--- src/rtl/fft_pkg.sv ---
// Shared constants and types for the radix-2^2 SDF FFT stages.
package fft_pkg;
    localparam int WIDTH = 17;
    localparam int DELAY = 2;

    localparam logic signed [WIDTH-1:0] SAT_MAX = {1'b0, {(WIDTH-1){1'b1}}};
    localparam logic signed [WIDTH-1:0] SAT_MIN = {1'b1, {(WIDTH-1){1'b0}}};

    // ST_PRIME: phase-A reads still return stale delay contents and are not emitted.
    typedef enum logic {
        ST_PRIME = 1'b0,
        ST_RUN   = 1'b1
    } state_t;
endpackage

--- src/rtl/sdf_stage_d2_if.sv ---
// Sample stream into and out of one SDF stage.
// Handshake: valid-only streams with no backpressure; a sample moves on every
// clock edge where its valid is 1, and start is meaningful only alongside valid.
interface sdf_stage_d2_if #(
    parameter int WIDTH = fft_pkg::WIDTH
);
    logic                    in_valid;
    logic                    in_start;
    logic signed [WIDTH-1:0] in_re;
    logic signed [WIDTH-1:0] in_im;
    logic                    out_valid;
    logic                    out_start;
    logic signed [WIDTH-1:0] out_re;
    logic signed [WIDTH-1:0] out_im;

    modport master (
        output in_valid, in_start, in_re, in_im,
        input  out_valid, out_start, out_re, out_im
    );

    modport slave (
        input  in_valid, in_start, in_re, in_im,
        output out_valid, out_start, out_re, out_im
    );
endinterface

--- src/rtl/bf2_core.sv ---
// Scaled radix-2 butterfly on one real component: s=(a+b)>>>1, t=(a-b)>>>1.
module bf2_core #(
    parameter int WIDTH = fft_pkg::WIDTH
) (
    input  logic signed [WIDTH-1:0] a,
    input  logic signed [WIDTH-1:0] b,
    output logic signed [WIDTH-1:0] s,
    output logic signed [WIDTH-1:0] t
);
    logic signed [WIDTH:0] sum;
    logic signed [WIDTH:0] dif;

    // One guard bit keeps the full result; the halved value always fits WIDTH.
    assign sum = {a[WIDTH-1], a} + {b[WIDTH-1], b};
    assign dif = {a[WIDTH-1], a} - {b[WIDTH-1], b};
    assign s   = WIDTH'(sum >>> 1);
    assign t   = WIDTH'(dif >>> 1);
endmodule

--- src/rtl/sdf_stage_d2.sv ---
// Single-delay-feedback FFT stage with a 2-sample delay line and -j twiddle on d[1].
module sdf_stage_d2
    import fft_pkg::*;
#(
    parameter int WIDTH = fft_pkg::WIDTH,
    parameter int DELAY = fft_pkg::DELAY
) (
    input  logic           clk,
    input  logic           rst,
    sdf_stage_d2_if.slave  bus,
    output state_t         dbg_state
);
    logic [1:0]              cnt;
    logic signed [WIDTH-1:0] d_re [DELAY];
    logic signed [WIDTH-1:0] d_im [DELAY];
    state_t                  state;
    state_t                  state_nxt;

    logic                    accept;
    logic [1:0]              phase;
    logic                    phase_a;
    logic                    idx;
    logic                    restart;
    logic                    prime_now;
    logic                    emit;
    logic signed [WIDTH-1:0] s_re, s_im, t_re, t_im;
    logic signed [WIDTH-1:0] rot_re, rot_im;
    logic signed [WIDTH-1:0] sel_re, sel_im;

    assign accept  = bus.in_valid;
    assign phase   = bus.in_start ? 2'd0 : cnt;
    assign phase_a = ~phase[1];
    assign idx     = phase[0];
    // A start arriving mid-block means the stored differences belong to a broken block.
    assign restart = bus.in_start && (cnt != 2'd0);

    bf2_core #(.WIDTH(WIDTH)) u_bf_re (.a(d_re[idx]), .b(bus.in_re), .s(s_re), .t(t_re));
    bf2_core #(.WIDTH(WIDTH)) u_bf_im (.a(d_im[idx]), .b(bus.in_im), .s(s_im), .t(t_im));

    // Multiply by -j: (a + jb)(-j) = b - ja, with the negation clamped.
    assign rot_re = d_im[1];
    assign rot_im = (d_re[1] == SAT_MIN) ? SAT_MAX : -d_re[1];

    always_comb begin
        sel_re = s_re;
        sel_im = s_im;
        if (phase_a) begin
            sel_re = idx ? rot_re : d_re[0];
            sel_im = idx ? rot_im : d_im[0];
        end
    end

    always_comb begin
        state_nxt = state;
        prime_now = 1'b1;
        unique case (state)
            ST_PRIME: prime_now = 1'b1;
            ST_RUN:   prime_now = restart;
        endcase
        if (accept) begin
            state_nxt = (prime_now && !(phase_a && idx)) ? ST_PRIME : ST_RUN;
        end
        emit = accept && !(prime_now && phase_a);
    end

    always_ff @(posedge clk) begin
        if (rst) begin
            state <= ST_PRIME;
        end else begin
            state <= state_nxt;
        end
    end

    always_ff @(posedge clk) begin
        if (rst) begin
            cnt           <= 2'd0;
            bus.out_valid <= 1'b0;
            bus.out_start <= 1'b0;
            bus.out_re    <= '0;
            bus.out_im    <= '0;
            for (int i = 0; i < DELAY; i++) begin
                d_re[i] <= '0;
                d_im[i] <= '0;
            end
        end else begin
            bus.out_valid <= emit;
            bus.out_start <= emit && (phase == 2'd2);
            if (accept) begin
                cnt <= phase + 2'd1;
                if (phase_a) begin
                    d_re[idx] <= bus.in_re;
                    d_im[idx] <= bus.in_im;
                end else begin
                    d_re[idx] <= t_re;
                    d_im[idx] <= t_im;
                end
            end
            if (emit) begin
                bus.out_re <= sel_re;
                bus.out_im <= sel_im;
            end
        end
    end

    assign dbg_state = state;
endmodule

--- src/flat_wrapper.sv ---
// flat-port wrapper written by rule: the top's interface ports become plain ports
module sdf_stage_d2_flat import fft_pkg::*;
#(
    parameter int WIDTH = fft_pkg::WIDTH,
    parameter int DELAY = fft_pkg::DELAY
)
  (clk, rst, dbg_state, bus_in_valid, bus_in_start, bus_in_re, bus_in_im, bus_out_valid, bus_out_start, bus_out_re, bus_out_im);
  sdf_stage_d2_if #(.WIDTH(WIDTH)) bus_i ();
  input  logic clk;
  input  logic rst;
  output state_t dbg_state;
  input wire logic [$bits(bus_i.in_valid)-1:0] bus_in_valid;
  input wire logic [$bits(bus_i.in_start)-1:0] bus_in_start;
  input wire logic [$bits(bus_i.in_re)-1:0] bus_in_re;
  input wire logic [$bits(bus_i.in_im)-1:0] bus_in_im;
  output wire logic [$bits(bus_i.out_valid)-1:0] bus_out_valid;
  output wire logic [$bits(bus_i.out_start)-1:0] bus_out_start;
  output wire logic [$bits(bus_i.out_re)-1:0] bus_out_re;
  output wire logic [$bits(bus_i.out_im)-1:0] bus_out_im;
  assign bus_i.in_valid = bus_in_valid;
  assign bus_i.in_start = bus_in_start;
  assign bus_i.in_re = bus_in_re;
  assign bus_i.in_im = bus_in_im;
  assign bus_out_valid = bus_i.out_valid;
  assign bus_out_start = bus_i.out_start;
  assign bus_out_re = bus_i.out_re;
  assign bus_out_im = bus_i.out_im;
  sdf_stage_d2 #(.WIDTH(WIDTH), .DELAY(DELAY)) u_core (.clk(clk), .rst(rst), .bus(bus_i), .dbg_state(dbg_state));
endmodule
--- config.mk ---
export PLATFORM = sky130hd
export DESIGN_NAME = sdf_stage_d2_flat
export DESIGN_NICKNAME = d
export VERILOG_FILES = /design/src/rtl/fft_pkg.sv /design/src/rtl/sdf_stage_d2_if.sv /design/src/rtl/bf2_core.sv /design/src/rtl/sdf_stage_d2.sv /design/src/flat_wrapper.sv
export SDC_FILE = /design/constraint.sdc
export NUM_CORES = 1
export LEC_CHECK = 0
export CAP_MARGIN = 30
export CELL_PAD_IN_SITES_DETAIL_PLACEMENT = 0
export CELL_PAD_IN_SITES_GLOBAL_PLACEMENT = 1
export CORE_MARGIN = 5
export CORE_UTILIZATION = 44
export DETAILED_ROUTE_END_ITERATION = 10
export PLACE_DENSITY = 0.78
export SYNTH_ARGS = -nofsm -noshare
export SYNTH_HDL_FRONTEND = slang
export SYNTH_SLANG_ARGS = --single-unit
--- constraint.sdc ---
create_clock -name clk -period 4.37 [get_ports clk]
set_input_delay 0.6555 -clock clk [delete_from_list [all_inputs] [get_ports clk]]
set_output_delay 0.6555 -clock clk [all_outputs]
set_load 0.05 [all_outputs]
==> results.py, run 1 <==
metrics = {
    "cts": {
        "cts.sinks": 107,
        "post_cts_buffers": 0,
        "cts_buffers": 9,
        "tritoncts": "done",
        "worstSkewPairLatency_ns": 0.36,
        "cts.hold.buffers_added": 0,
        "post_cts_resized": 0,
        "cts_htree_levels": 3,
        "root_buffer": "clkbuf_16",
        "clk_pin_slew_ns": 0.08,
        "cts.path.max_buffers": 2,
    },
    "sta": {
        "fin_crit_ns": 4.00,
        "finalCritPeriodShare": 0.916,
        "hold-worst-slack_ns": 0.454,
        "finClkSkew_ns": 0.0110,
        "rsz0062_at_grt": "no",
        "slew_headroom": 0.479,
        "tns_ns": 0,
        "max_freq_ghz": 0.250,
        "maxSlewViolCount": 0,
        "setup-violations-final": 0,
        "tightest_slew_ns": 0.779,
        "hold_violations": 0,
    },
    "global_routing": {
        "grt_overflow_total": 0,
        "grt_pass1_wl_um": 40700,
        "grt_start_max_net_pins": 31,
        "antenna_found_initial": 0,
        "grtUsageTotal": 0.234,
        "grt_pass1_vias": 7382,
    },
    "detailed_routing": {
        "drc_errors": 0,
        "wirelength_um": 26100,
        "drtIter0Drc": 744,
        "ant_nets": 0,
        "viasPerCell": 5.50,
        "vias": 7816,
        "wl_per_cell_um": 18.4,
        "dr.pass1.iters": 4,
    },
    "floorplanning": {
        "die_area_mm2": 0.0223,
        "die_y_um": 149,
        "io_pins": 75,
        "die_x_um": 149,
        "core_mm2": 0.0193,
        "num_rows": 51,
        "start_util": 0.443,
    },
    "cells_and_area": {
        "nets": 1259,
        "drive_above_1_share": 0.0753,
        "finish.utilization": 0.522,
        "fin_cells": 1420,
        "fillCellCount": 1933,
        "final_common_cell": "nand2_1",
        "most-common-layout-cells": "nand2_1 (152), nor2_1 (139), a21oi_1 (112)",
        "antenna_cells": 0,
        "area_growth_pct": 18.0,
    },
    "pwr": {
        "swShare": 0.350,
        "clkPwrFrac": 0.281,
        "ir_worst_vdd_mv": 0.182,
        "power.internal_mw": 2.01,
        "powerDensity_mw_per_mm2": 307,
        "p_seq_frac": 0.376,
        "comb_power_share": 0.343,
        "power_mw": 3.09,
        "p_leak_nw": 4.10,
        "p_sw_mw": 1.08,
    },
    "place": {
        "place.gp.congestion": 0.888,
        "dpl.cell_count": 1404,
        "portBuffers": 74,
        "dp_hpwl_um": 20300,
    },
    "critical_path": {
        "crit_fanout": 18,
        "critPathLaunchType": "primary input",
        "required_ns": 4.46,
        "cp_cell_sequence": "clkdlybuf4s50_1 > and2b_1 > inv_2 > buf_4 > nand2_1 > nand2_1 > ha_1 > o21a_1 > o21ai_0 > or3_1 > a21oi_1 > nor2_1 > a211oi_1 > nor2_1",
        "cp_data_arrival_time_ns": 4.09,
        "crit_slowest_cell": "ha_1",
        "critPathMaxStageDelay_ns": 0.42,
        "crit_path_end_kind": "register",
        "path_buf_inv": 3,
        "crit_family": "simple AND/OR/NAND/NOR gates",
        "path_class": "in -> reg",
    },
    "synthesis": {
        "synth_area_mm2": 0.00853,
        "synth_top_area_frac": 0.239,
        "ys_warn_count": 0,
        "ys.flop_type": "edfxtp_1",
        "synth.largest_area_cell": "edfxtp_1",
        "netlist_instances": 1075,
        "syn_area_per_cell_um2": 7.93,
        "synthTopCellsByArea": "edfxtp_1 (24%), ha_1 (9.8%), dfxtp_1 (9.2%)",
        "synth_nets": 1184,
        "ys_ff_latch": 107,
        "async_flop_share": 0,
        "synth.distinct_cells": 73,
        "synth_edf_count": 68,
        "ys_seq_area_frac": 0.331,
    },
    "worst_hold_path": {
        "worstHoldPathType": "reg -> reg",
    },
    "run_status": {
        "status": "complete, no violations",
    },
    "job": {
        "max-cap-violations": 0,
    },
}
## cell type report
cell class | instances | area, um^2 | share of cell area
Multi-Input combinational cell | 840 | 5220 | 0.518
Sequential cell | 107 | 2820 | 0.281
Timing Repair Buffer | 127 | 1140 | 0.113
Tap cell | 265 | 332 | 0.0330
Inverter | 65 | 244 | 0.0242
Clock buffer | 9 | 225 | 0.0224
Clock inverter | 7 | 83.8 | 0.00833
## synthesized netlist by cell type (13+ instances only)
library cell and instances:
nand2_1 152, nor2_1 139, a21oi_1 112, edfxtp_1 68, ha_1 67, inv_1 64
clkbuf_1 51, xnor2_1 44, o21ai_0 41, dfxtp_1 39, nor3_1 27, nand3_1 26
o211ai_1 19, a211oi_1 14, or3_1 13, xor2_1 13
## state kept, by name, indices dropped and copies added, names as in the netlist
| signal | cells |
|---|---|
| u_core.bus.out_re | 17 |
| u_core.bus.out_start | 1 |
| u_core.d_re | 34 |
| u_core.dbg_state | 1 |
| u_core.cnt | 2 |
| u_core.bus.out_valid | 1 |
| u_core.bus.out_im | 17 |
| u_core.d_im | 34 |
## metrics by stage
stage | area, um^2 | setup WS (ns)
after floorplan | 8530 | 0.639
after global placement | 9750 | 0.112
after detailed placement | 9750 | 0.0589
after CTS | 10100 | 0.428
after global routing | 10100 | 0.0370
final | 10100 | 0.369
## kinds of logic after synthesis
group,Yosys count,share of synthesized area
muxes,8,0.00968
buffers and inverters,128,0.0575
AOI/OAI and AO/OA,290,0.223
and+or+nand+nor,414,0.213
DFF,107,0.331
adders and majority gates,71,0.108
xor gates and xnor gates,57,0.0585
## power by group through the flow
stage | combinational [mW] | sequential (mW) | clock (mW)
floorplan | 0.672 | 1.23 | 0
global placement | 1.05 | 1.18 | 0
detailed placement | 1.05 | 1.18 | 0
CTS | 1.05 | 1.16 | 0.880
global route | 1.16 | 1.17 | 0.910
finish | 1.06 | 1.16 | 0.867
## worst paths after layout
check                            start              endpoint  slack [ns]  cells after the start
setup / recovery          bus_in_start    u_core.d_im[0][15]        0.37                     14
hold / removal    u_core.bus.out_re[0]  u_core.bus.out_re[0]        0.45                      2
setup reg to reg         u_core.cnt[0]    u_core.d_im[0][15]        0.62                     13
hold reg to reg   u_core.bus.out_re[0]  u_core.bus.out_re[0]        0.45                      2
## worst min-delay path, stage by stage, from the launching register on
cell	delay, ns
dfxtp_1	0.31
nand2_1	0.05
a21oi_1	0.05
## routing by layer
layer	part of all wire	GRT usage	up-vias
li1	-	-	3939
met1	0.48	0.345	3628
met2	0.45	0.370	222
met3	0.049	0.0149	27
met4	0.021	0.0741	0
met5	0	0	-
(Power assumes the default switching activity.)
==> run 2: changes to the inputs <==
--- a/config.mk
+++ b/config.mk
@@ -11,6 +11,7 @@
 export CORE_MARGIN = 5
 export CORE_UTILIZATION = 44
 export DETAILED_ROUTE_END_ITERATION = 10
+export GPL_ROUTABILITY_DRIVEN = 0
 export PLACE_DENSITY = 0.78
 export SYNTH_ARGS = -nofsm -noshare
 export SYNTH_HDL_FRONTEND = slang
==> run 2 against run 1 <==
Compared with the run above: wire length fell by 0.92%; count of clock-buffer cells in the layout rose by 2; highest routed layer unchanged; combinational power barely moved; flip-flop and latch count did not move; largest power group unchanged; setup slack got worse by 0.024 ns; critical path type unchanged; non-clock buffer count fell by 5; critical path depth rose by 1; fmax fell by 0.60%; worst hold slack got worse by 0.0022 ns; sequential power barely moved; die area did not move.
==> results.py, run 2 (same netlist as run 1, synthesis figures left out) <==
metrics = {
    "global_routing": {
        "grtUsageTotal": 0.231,
        "grt_pass1_wl_um": 40200,
        "grt_overflow_total": 0,
        "grt_pass1_vias": 7220,
        "grt_start_max_net_pins": 31,
        "antenna_found_initial": 0,
    },
    "cells_and_area": {
        "fillCellCount": 1923,
        "most-common-layout-cells": "nand2_1 (152), nor2_1 (139), a21oi_1 (112)",
        "antenna_cells": 0,
        "finish.instance_area_mm2": 0.0100,
        "reg_top3": "u_core.d_im: 34 flops, u_core.d_re: 34 flops",
        "nets": 1254,
        "drive_above_1_share": 0.0704,
        "final_common_cell": "nand2_1",
        "finish.utilization": 0.520,
        "multi_input_area_mm2": 0.00522,
        "fin_cells": 1415,
        "register_area_mm2": 0.00282,
        "area_growth_pct": 17.5,
    },
    "place": {
        "placed_cell_area_mm2": 0.00972,
        "portBuffers": 74,
        "dp_hpwl_um": 20000,
        "dp_slack_ns": 0.00447,
        "dpl.cell_count": 1399,
    },
    "detailed_routing": {
        "dr_wl_met2_um": 11500,
        "dr.pass1.iters": 5,
        "drtIter0Drc": 670,
        "wl_met1_um": 12600,
        "wirelength_um": 25900,
        "route.top_layer_used": "met4",
        "route.met3.wl_um": 1380,
        "wl_per_cell_um": 18.3,
        "ant_nets": 0,
        "drc_errors": 0,
        "vias": 7733,
        "viasPerCell": 5.47,
    },
    "critical_path": {
        "crit_path_end_kind": "register",
        "path_buf_inv": 4,
        "reg2reg_from": "u_core.cnt[0]",
        "cp_common_cell": "nand2_1",
        "cp_data_arrival_time_ns": 4.11,
        "required_ns": 4.46,
        "crit_slowest_cell": "clkdlybuf4s50_1",
        "crit_path_start": "bus_in_start",
        "critPathMaxStageDelay_ns": 0.41,
        "crit_fanout": 16,
        "cp_cell_sequence": "clkdlybuf4s50_1 > and2b_1 > inv_2 > buf_4 > nand2_1 > nand2_1 > ha_1 > nand2_1 > o21ai_0 > a21boi_0 > buf_4 > o31ai_1 > a31oi_1 > mux2i_1 > o31ai_1",
        "crit_family": "compound AO/OA/AOI/OAI gates",
        "critPathLaunchType": "primary input",
        "path_class": "in -> reg",
    },
    "sta": {
        "maxSlewViolCount": 0,
        "setup_ws_ns": 0.345,
        "finalCritPeriodShare": 0.921,
        "finClkSkew_ns": 0.0115,
        "rsz0062_at_grt": "no",
        "hold-worst-slack_ns": 0.452,
        "setup-violations-final": 0,
        "fin_crit_ns": 4.02,
        "tightest_slew_ns": 0.802,
        "hold_violations": 0,
        "max_freq_ghz": 0.248,
        "tns_ns": 0,
        "slew_headroom": 0.464,
    },
    "cts": {
        "cts.hold.buffers_added": 0,
        "root_buffer": "clkbuf_16",
        "cts.sinks": 107,
        "cts_htree_levels": 3,
        "post_cts_buffers": 0,
        "tritoncts": "done",
        "worstSkewPairLatency_ns": 0.35,
        "clk_pin_slew_ns": 0.08,
        "cts_buffers": 9,
        "cts.path.max_buffers": 2,
        "post_cts_resized": 0,
    },
    "pwr": {
        "p_sw_mw": 1.05,
        "clkPwrFrac": 0.277,
        "powerDensity_mw_per_mm2": 306,
        "p_leak_nw": 4.07,
        "power.internal_mw": 2.01,
        "p_seq_frac": 0.379,
        "power_mw": 3.06,
        "ir_worst_vdd_mv": 0.173,
        "comb_power_share": 0.344,
        "swShare": 0.344,
    },
    "floorplanning": {
        "die_x_um": 149,
        "io_pins": 75,
        "num_rows": 51,
        "start_util": 0.443,
        "die_area_mm2": 0.0223,
        "core_mm2": 0.0193,
        "die_y_um": 149,
    },
    "worst_hold_path": {
        "hp-start": "u_core.bus.out_re[0]",
        "worstHoldPathType": "reg -> reg",
    },
    "job": {
        "max-cap-violations": 0,
    },
    "run_status": {
        "status": "complete, no violations",
    },
}
run 2: cell types whose count changed in the layout (fill, tap and decap cells not counted), sizes merged:
cell    change
buf         -5
inv         -2
clkbuf      +2
run 2: worst reg2reg max path, stage by stage (launching register included):
cell and delay [ns]:
dfxtp_1 0.49, and2b_1 0.38, inv_2 0.20, buf_4 0.25
nand2_1 0.10, nand2_1 0.11, ha_1 0.40, nand2_1 0.09
o21ai_0 0.27, a21boi_0 0.13, buf_4 0.17, o31ai_1 0.40
a31oi_1 0.24, mux2i_1 0.19, o31ai_1 0.10
run 2: final cells by class:
type                            count  share of cell area
Sequential cell                   107               0.282
Clock inverter                      5             0.00612
Clock buffer                       11              0.0242
Multi-Input combinational cell    840               0.521
Inverter                           65              0.0244
Timing Repair Buffer              122               0.110
Tap cell                          265              0.0331
run 2: routing by layer:
layer  vias up  global-route usage
li1       3925                   -
met1      3544               0.351
met2       241               0.355
met3        23              0.0170
met4         0              0.0577
met5         -                   0
run 2: worst paths after layout:
check / slack (ns) / end / cells past startpoint
max: 0.35 / u_core.d_re[0][15] / 15
min: 0.45 / u_core.bus.out_re[0] / 2
max reg2reg: 0.59 / u_core.d_re[0][15] / 14
min reg2reg: 0.45 / u_core.bus.out_re[0] / 2
run 2: power by group through the flow:
| stage | Combinational [mW] | Clock, mW | Sequential (mW) |
|---|---|---|---|
| floorplan | 0.672 | 0 | 1.23 |
| global placement | 1.04 | 0 | 1.18 |
| detailed placement | 1.04 | 0 | 1.18 |
| CTS | 1.05 | 0.864 | 1.16 |
| global route | 1.16 | 0.905 | 1.17 |
| finish | 1.05 | 0.849 | 1.16 |
==> run 3: changes to the inputs <==
--- a/config.mk
+++ b/config.mk
@@ -6,13 +6,11 @@
 export NUM_CORES = 1
 export LEC_CHECK = 0
 export CAP_MARGIN = 30
-export CELL_PAD_IN_SITES_DETAIL_PLACEMENT = 0
-export CELL_PAD_IN_SITES_GLOBAL_PLACEMENT = 1
 export CORE_MARGIN = 5
-export CORE_UTILIZATION = 44
+export CORE_UTILIZATION = 46
 export DETAILED_ROUTE_END_ITERATION = 10
 export GPL_ROUTABILITY_DRIVEN = 0
-export PLACE_DENSITY = 0.78
+export PLACE_DENSITY = 0.65
 export SYNTH_ARGS = -nofsm -noshare
 export SYNTH_HDL_FRONTEND = slang
 export SYNTH_SLANG_ARGS = --single-unit
==> constraint.sdc (replaced) <==
create_clock -name clk -period 3.28 [get_ports clk]
set_input_delay 0.492 -clock clk [delete_from_list [all_inputs] [get_ports clk]]
set_output_delay 0.492 -clock clk [all_outputs]
set_load 0.05 [all_outputs]
==> run 3 against run 2 <==
Compared with the run above: die area shrank 4.1%; via count grew 18%; design area grew 23%; core utilization rose by 16 points; clock skew increased by 0.0031 ns; total power is 51% higher; sequential share of layout area is 5.3 points lower; count of clock-buffer cells in the layout down 1; flip-flop and latch count did not move; critical path type unchanged; largest cell class unchanged.
==> results.py, run 3 (same netlist as run 1, synthesis figures left out) <==
metrics = {
    "floorplanning": {
        "die_y_um": 146,
        "io_pins": 75,
        "num_rows": 49,
        "start_util": 0.472,
        "die_area_mm2": 0.0214,
        "core_mm2": 0.0181,
        "die_x_um": 146,
    },
    "critical_path": {
        "worstReg2RegEnd": "u_core.bus.out_im[10]",
        "crit_fanout": 5,
        "path_class": "in -> reg",
        "reg2reg_slack_ns": 0.12,
        "required_ns": 3.56,
        "worstRegToRegCells": 17,
        "cp_data_arrival_time_ns": 3.50,
        "critPathLaunchType": "primary input",
        "crit_path_end_kind": "register",
        "reg2reg_from": "u_core.cnt[0]",
    },
    "pwr": {
        "p_leak_nw": 5.36,
        "ir_worst_vdd_mv": 0.232,
        "powerDensity_mw_per_mm2": 374,
    },
    "detailed_routing": {
        "wl_per_cell_um": 18.0,
        "wirelength_um": 29300,
        "ant_nets": 0,
        "drc_errors": 0,
        "viasPerCell": 5.61,
        "vias": 9122,
        "dr.pass1.iters": 5,
        "drtIter0Drc": 925,
    },
    "place": {
        "dp_hpwl_um": 21900,
        "dp_slack_ns": -0.748,
        "placed_cell_area_mm2": 0.0114,
        "portBuffers": 74,
    },
    "global_routing": {
        "grt_pass1_wl_um": 46300,
        "grt_pass1_vias": 8889,
        "grt_overflow_total": 0,
        "antenna_found_initial": 0,
        "grtUsageTotal": 0.265,
        "grt_start_max_net_pins": 31,
    },
    "sta": {
        "tightest_slew_ns": 0.777,
        "maxSlewViolCount": 0,
        "fin_crit_ns": 3.22,
        "setup_ws_ns": 0.0611,
        "setup-violations-final": 0,
        "max_freq_ghz": 0.311,
        "finalCritPeriodShare": 0.981,
        "tns_ns": 0,
        "slew_headroom": 0.480,
        "finClkSkew_ns": 0.0146,
        "hold_violations": 0,
    },
    "worst_hold_path": {
        "worstHoldPathType": "reg -> reg",
        "hp-start": "u_core.bus.out_im[9]",
        "holdPathEnd": "u_core.bus.out_im[9]",
        "whs_path_depth": 2,
    },
    "cts": {
        "clk_pin_slew_ns": 0.08,
        "cts.path.max_buffers": 2,
        "cts_buffers": 9,
        "tritoncts": "done",
        "root_buffer": "clkbuf_16",
        "worstSkewPairLatency_ns": 0.35,
        "cts.hold.buffers_added": 0,
        "cts.sinks": 107,
        "cts_htree_levels": 3,
    },
    "run_status": {
        "status": "complete, no violations",
    },
    "cells_and_area": {
        "area_growth_pct": 45.0,
        "finish.instance_area_mm2": 0.0124,
        "final_common_cell": "buf_4",
        "reg_top3": "u_core.d_im: 34 flops, u_core.d_re: 34 flops",
        "register_area_mm2": 0.00282,
        "fillCellCount": 1453,
        "drive_above_1_share": 0.297,
        "nets": 1502,
        "most-common-layout-cells": "buf_4 (290), nor2_1 (139), nand2_1 (137)",
        "finish.utilization": 0.684,
        "antenna_cells": 0,
        "multi_input_area_mm2": 0.00575,
    },
    "job": {
        "max-cap-violations": 0,
    },
}
## run 3: changes by cell type in the layout (fill, tap and decap cells not counted), moves of 5 or more
cell     change
ha_1        -15
nand2_2     +14
a21oi_2     +17
o21ai_0      -5
ha_4        +11
a21oi_1     -19
buf_4      +242
nand2_1     -15
## run 3: worst max path at each step
| stage | cells past startpoint | from | slack, ns | end |
|---|---|---|---|---|
| floorplan | 15 | bus_in_start | 0.01 | u_core.d_re[0][15] |
| global placement | 16 | bus_in_start | -0.71 | u_core.bus.out_im[15] |
| detailed placement | 16 | bus_in_start | -0.75 | u_core.bus.out_im[15] |
| CTS | 16 | bus_in_start | 0.13 | u_core.bus.out_im[15] |
| global route | 16 | bus_in_start | -0.04 | u_core.d_im[1][15] |
| finish | 17 | bus_in_start | 0.06 | u_core.bus.out_im[15] |
## run 3: cell type report
| class | instances | share of cell area |
|---|---|---|
| multi-input combinational | 840 | 0.465 |
| clock buffer | 10 | 0.0185 |
| timing repair inverter | 1 | 0.000607 |
| sequential | 107 | 0.228 |
| tap | 229 | 0.0232 |
| timing repair buffer | 369 | 0.241 |
| inverter | 65 | 0.0199 |
| clock inverter | 6 | 0.00395 |
## run 3: critical path, cell delays in order
cell	delay, ns
dlygate4sd2_1	0.24
and2b_4	0.32
clkinvlp_4	0.18
nand2_2	0.11
nand2_2	0.08
buf_4	0.15
ha_2	0.19
o21bai_4	0.19
a21oi_4	0.18
o21bai_4	0.08
a2111oi_4	0.26
buf_4	0.18
o41ai_4	0.08
buf_4	0.15
o22ai_2	0.11
mux2_2	0.36
a21oi_2	0.15
## run 3: per-stage QoR
step,total power [mW],hold WS [ns],cells
detailed placement,3.35,0.451,1590
global route,4.84,0.481,1627
finish,4.63,0.462,1627
floorplan,2.53,0.513,1075
global placement,3.33,0.439,1590
CTS,4.52,0.464,1623
## run 3: power breakdown
group	leakage (nW)	total (mW)	switching [mW]	internal, mW
logic	4.20	2.01	1.05	0.962
registers	1.03	1.55	0.0412	1.51
clock network	0.131	1.07	0.542	0.527
total	5.36	4.63	1.63	3.00
## run 3: per-layer routing
metal / track usage / wire (um)
met5: 0 / 0
met4: 0.0828 / 641
met3: 0.0316 / 2060
met2: 0.424 / 13500
met1: 0.376 / 13100
## run 3: what timing repair did
item / 4_1_cts / 5_1_grt
resized for setup: 75 / 37
setup endpoints to repair: 45 / 37
hold endpoints to repair: 0 / 0
gates cloned: 1 / 0
pin swaps: 30 / 20
buffers inserted: 16 / 4
